--- src/rtl/vrased_rst_ctrl.sv ---
// Reset controller for the VRASED monitors: turns level kill requests into a
// CPU reset of guaranteed minimum width and keeps sticky violation diagnostics.
module vrased_rst_ctrl #(
    parameter int N_SRC     = 4,
    parameter int MIN_PULSE = 16,
    parameter int CNT_W     = 8
) (
    input  logic             clk,
    input  logic             por,
    input  logic [N_SRC-1:0] viol_req,
    input  logic [15:0]      pc,
    input  logic             cause_clr,
    output logic             cpu_rst,
    output logic             busy,
    output logic [N_SRC-1:0] cause,
    output logic [CNT_W-1:0] viol_cnt,
    output logic [15:0]      last_pc
);

    localparam logic [1:0] S_IDLE   = 2'd0;
    localparam logic [1:0] S_ASSERT = 2'd1;
    localparam logic [1:0] S_HOLD   = 2'd2;

    localparam logic [7:0] PULSE_LOAD = 8'(MIN_PULSE - 1);

    logic [1:0] state;
    logic [7:0] pulse_cnt;
    logic       trig;

    assign trig = |viol_req;

    always_ff @(posedge clk) begin
        if (por) begin
            state     <= S_IDLE;
            pulse_cnt <= '0;
            cpu_rst   <= 1'b0;
            busy      <= 1'b0;
            cause     <= '0;
            viol_cnt  <= '0;
            last_pc   <= '0;
        end else begin
            case (state)
                S_IDLE: begin
                    if (trig) begin
                        state     <= S_ASSERT;
                        pulse_cnt <= PULSE_LOAD;
                        cpu_rst   <= 1'b1;
                        busy      <= 1'b1;
                        // A clear on the trigger edge is applied before the new bits land
                        cause     <= (cause_clr ? '0 : cause) | viol_req;
                        last_pc   <= pc;
                        if (viol_cnt != '1)
                            viol_cnt <= viol_cnt + 1'b1;
                    end else if (cause_clr) begin
                        cause   <= '0;
                        last_pc <= '0;
                    end
                end
                S_ASSERT: begin
                    cause <= cause | viol_req;
                    if (pulse_cnt == 8'd0) begin
                        if (trig) begin
                            state <= S_HOLD;
                        end else begin
                            state   <= S_IDLE;
                            cpu_rst <= 1'b0;
                            busy    <= 1'b0;
                        end
                    end else begin
                        pulse_cnt <= pulse_cnt - 8'd1;
                    end
                end
                S_HOLD: begin
                    cause <= cause | viol_req;
                    if (!trig) begin
                        state   <= S_IDLE;
                        cpu_rst <= 1'b0;
                        busy    <= 1'b0;
                    end
                end
                default: begin
                    state   <= S_IDLE;
                    cpu_rst <= 1'b0;
                    busy    <= 1'b0;
                end
            endcase
        end
    end

endmodule
--- config.mk ---
export PLATFORM = sky130hd
export DESIGN_NAME = vrased_rst_ctrl
export DESIGN_NICKNAME = d
export VERILOG_FILES = /design/src/rtl/vrased_rst_ctrl.sv
export SDC_FILE = /design/constraint.sdc
export NUM_CORES = 1
export LEC_CHECK = 0
export ABC_CLOCK_PERIOD_IN_PS = 3900
export BUFFER_PORTS_ARGS = -buffer_cell sky130_fd_sc_hd__buf_2
export CORE_MARGIN = 3
export CORE_UTILIZATION = 48
export CTS_CLUSTER_DIAMETER = 60
export DETAILED_ROUTE_END_ITERATION = 8
export GPL_TIMING_DRIVEN = 0
export PLACE_DENSITY = 0.74
export SYNTH_ARGS = -nofsm -noshare
export SYNTH_HDL_FRONTEND = slang
export SYNTH_SLANG_ARGS = --single-unit
--- constraint.sdc ---
create_clock -name clk -period 3.9 [get_ports clk]
set_input_delay 0.585 -clock clk [delete_from_list [all_inputs] [get_ports clk]]
set_output_delay 0.585 -clock clk [all_outputs]
set_load 0.01 [all_outputs]
==> summary.md <==
| Metric | Value |
|---|---|
| Mapped Avg Cell Area | between 9 and 10 µm² |
| Pint | 1.073 mW |
| Maximum clock frequency | 0.5131 GHz |
| Initial antenna violation count | 0 |
| Mapped Area | between 2000 and 2500 µm² |
| Final setup violation count | 0 |
| Yosys cell types | 54 |
| Drt pass-1 iters | 4 |
| Worst EP arrival | between 2000 and 2500 ps |
| Psw | about 0.76 mW |
| Power Density | approximately 750 nW/µm² |
| Most frequent cells in the layout | 53 x buf_2, 40 x dfxtp_1, 19 x nor2_1 |
| Setup TNS Final | 0 ps |
| GRT overflow | 0 |
| Die area | 5013 µm² |
| Fin crit share | 0.4998 |
| Yosys top cell by area | dfxtp_1 |
| Fill cells | between 300 and 400 |
| Syn-to-layout area delta | 20.73% |
| Worst Tran Pin Value | 613.1 ps |
| Relative slew slack | 0.5913 |
| Crit Path Max Fanout | 7 |
| Reg2reg path depth | 6 |
| CTS max path bufs | 2 |
| Hold-fix buffers, CTS | 0 |
| Core footprint | 3854 µm² |
| Worst r2r dst | pulse_cnt[3] |
| Seq/Total Area, Yosys | 0.3973 |
| Syn_nets | roughly 240 |
| CP startpoint kind | flop |
| TritonCTS Buffers | 5 |
| Vias per cell | about 5.5 |
| Chip width | around 71 µm |
| Number of global-route vias before repair | between 1500 and 2000 |
| NumNets Final | about 300 |
| Final Hold Fails | 0 |
| H-tree Lvls | 2 |
| Worst hold path stage count | 2 |
| Max VDD drop | 0.3237 mV |
| Synth Register Bits | 40 |
| Port bufs | 52 |
| Area of the multi-input gates | roughly 1100 µm² |
| Largest net degree at the start of global routing | 14 |
| Critical Path End Type | flop |
| Post-synth ARST share | 0 |
| Number of core rows | 22 |
| Clk Latency, worst-skew pair | between 200 and 300 ps |
| CTS tree | yes |
| Placed Area | between 2000 and 2500 µm² |
| Drt initial violations | 83 |
| Worst EP required | 4060 ps |
| Min-Delay Endpoint | cause[1] |
| Gate power share | 0.510 |
| Ys flop type | dfxtp_1 |
| R2R Setup Slk | around 2000 ps |
| Unrepaired setup endpoints after global routing | false |
| DR WL/cell | between 10 and 15 µm |
| Power share of the sequential group | 0.333 |
| Commonest non-fill, non-tap cell in the layout | buf_2 |
| First-pass GRT wire length | 7541 µm |
| CTS root buffer | clkbuf_8 |
| Final min period | ~2000 ps |
| Via count | about 1800 |
| Hpwl dp | between 3000 and 4000 µm |
| Setup repair bufs after CTS | 0 |
| Leakage | 1.029 nW |
| Initial core utilization | 0.5231 |
| Critical path class | reg -> reg |
| Status | finished, final reports clean |
| Ant diodes | 0 |
| Clk sinks | 40 |
| Slew Limit Fails | 0 |
| Max Cap Viol | 0 |
| Die Y | between 70 and 80 µm |
| Worst hold path type | reg -> reg |
| Largest cells by area after synthesis | dfxtp_1 40%, a22oi_2 6.2%, ha_1 5.0% |
| Sw frac | 0.4149 |
| Share of cells above drive strength 1 | 0.3619 |
| Post-synth EDFFs | 0 |
| Post_cts resized | 0 |
| Syn Inst Count | between 200 and 250 |
| DRC | 0 |
| Total wire length | between 4000 and 5000 µm |
| Top cell type's share of synthesized area | 0.3973 |
| Hold_sp | cause[1] |
| Total track usage | 0.1824 |
| Gp weighted congestion | approximately 0.79 |
| Worst reg2reg startpoint | state[1] |
| I/O pin count | between 50 and 60 |
| Register Area | between 800 and 900 µm² |
| Clock-pin slew on the worst setup and hold paths | around 80 ps |
| Setup Skew | approximately 9.5 ps |
| Final instance area | roughly 2400 µm² |
| Yosys warnings | 0 |
| Antenna viol nets, final | 0 |
| Clock power frac | 0.157 |
[power by group through the flow]
stage                     registers, mW  logic, mW  clock network [mW]
after global routing              0.626       1.03               0.314
after floorplan                   0.639      0.677                   0
after global placement            0.615      0.918                   0
after CTS                         0.611      0.938               0.300
after detailed placement          0.619      0.932                   0
final                             0.611      0.935               0.288
[state kept, by name (all words and copies together) (netlist names)]
signal and count:
viol_cnt 8, busy 1, cpu_rst 1, last_pc 16, cause 4, state 2, pulse_cnt 8
[synth_stat cells (3+ instances only)]
| library cell | instances |
|---|---|
| or3_1 | 3 |
| o21a_1 | 3 |
| nand2_1 | 7 |
| mux2i_1 | 3 |
| clkbuf_1 | 4 |
| ha_1 | 8 |
| a311oi_1 | 3 |
| a22oi_2 | 10 |
| dfxtp_1 | 40 |
| a31oi_1 | 4 |
| a22oi_1 | 6 |
| nor2b_1 | 4 |
| nand4_1 | 4 |
| nor2_1 | 19 |
| nor3_1 | 3 |
| inv_1 | 8 |
| nand3_1 | 6 |
| o21ai_0 | 5 |
| a21oi_1 | 15 |
| nor2_2 | 10 |
[logic make-up (layout without fill, tap and decap cells)]
family / count (synthesis) / after routing / share of synthesized area
simple gates: 74 / 74 / 0.2241
compound gates: 64 / 64 / 0.2551
flops: 40 / 40 / 0.3973
buf+inv: 17 / 77 / 0.04903
fa+ha+maj: 8 / 8 / 0.04966
mux: 4 / 4 / 0.02048
xor+xnor: 1 / 1 / 0.004346
[through the flow]
| step | std cells | hold WS (ps) | power (mW) | utilization | worst slack [ps] |
|---|---|---|---|---|---|
| 2_1_floorplan | 208 | 482.5 | 1.316 | - | 2090 |
| 3_3_place_gp | 308 | 460.4 | 1.534 | 0.6062 | 1842 |
| 3_5_place_dp | 308 | 464.8 | 1.551 | 0.6062 | 1833 |
| 4_1_cts | 316 | 488.4 | 1.849 | 0.6315 | 1947 |
| 5_1_grt | 316 | 514.7 | 1.975 | 0.6315 | 1764 |
| 6_report | 316 | 485.5 | 1.834 | 0.6315 | 1951 |
[critical path, stage by stage (launching register included)]
cell and delay (ps):
dfxtp_1 340, inv_1 100, ha_1 310, nor2_1 150
a2111oi_4 510, nor4bb_1 330, nor3_1 70
[how the worst max path moves through the flow]
stage / start / to / slack, ps
after floorplan: viol_req[0] / state[0] / 2090
after global placement: viol_req[0] / state[0] / 1840
after detailed placement: viol_req[0] / state[0] / 1830
after CTS: state[1] / pulse_cnt[3] / 1950
after global routing: state[0] / viol_cnt[6] / 1760
final: state[1] / pulse_cnt[3] / 1950
[routing by layer]
layer  global-route usage  vias to the layer above  part of all wire
met5                    0                        -                 0
met4              0.04802                        0             0.011
met3              0.05540                        6             0.075
met2               0.2709                       53              0.43
met1               0.2577                      804              0.48
li1                     -                      890                 -
[area by class of cell]
class / count / share of cell area
Timing Repair Buffer: 52 / 0.1069
Sequential cell: 40 / 0.3290
Multi-Input combinational cell: 151 / 0.4586
Clock inverter: 2 / 0.006170
Inverter: 8 / 0.01234
Buffer: 9 / 0.02828
Clock buffer: 6 / 0.03393
Tap cell: 48 / 0.02468
Note: power is estimated with default switching activity, not from simulation.
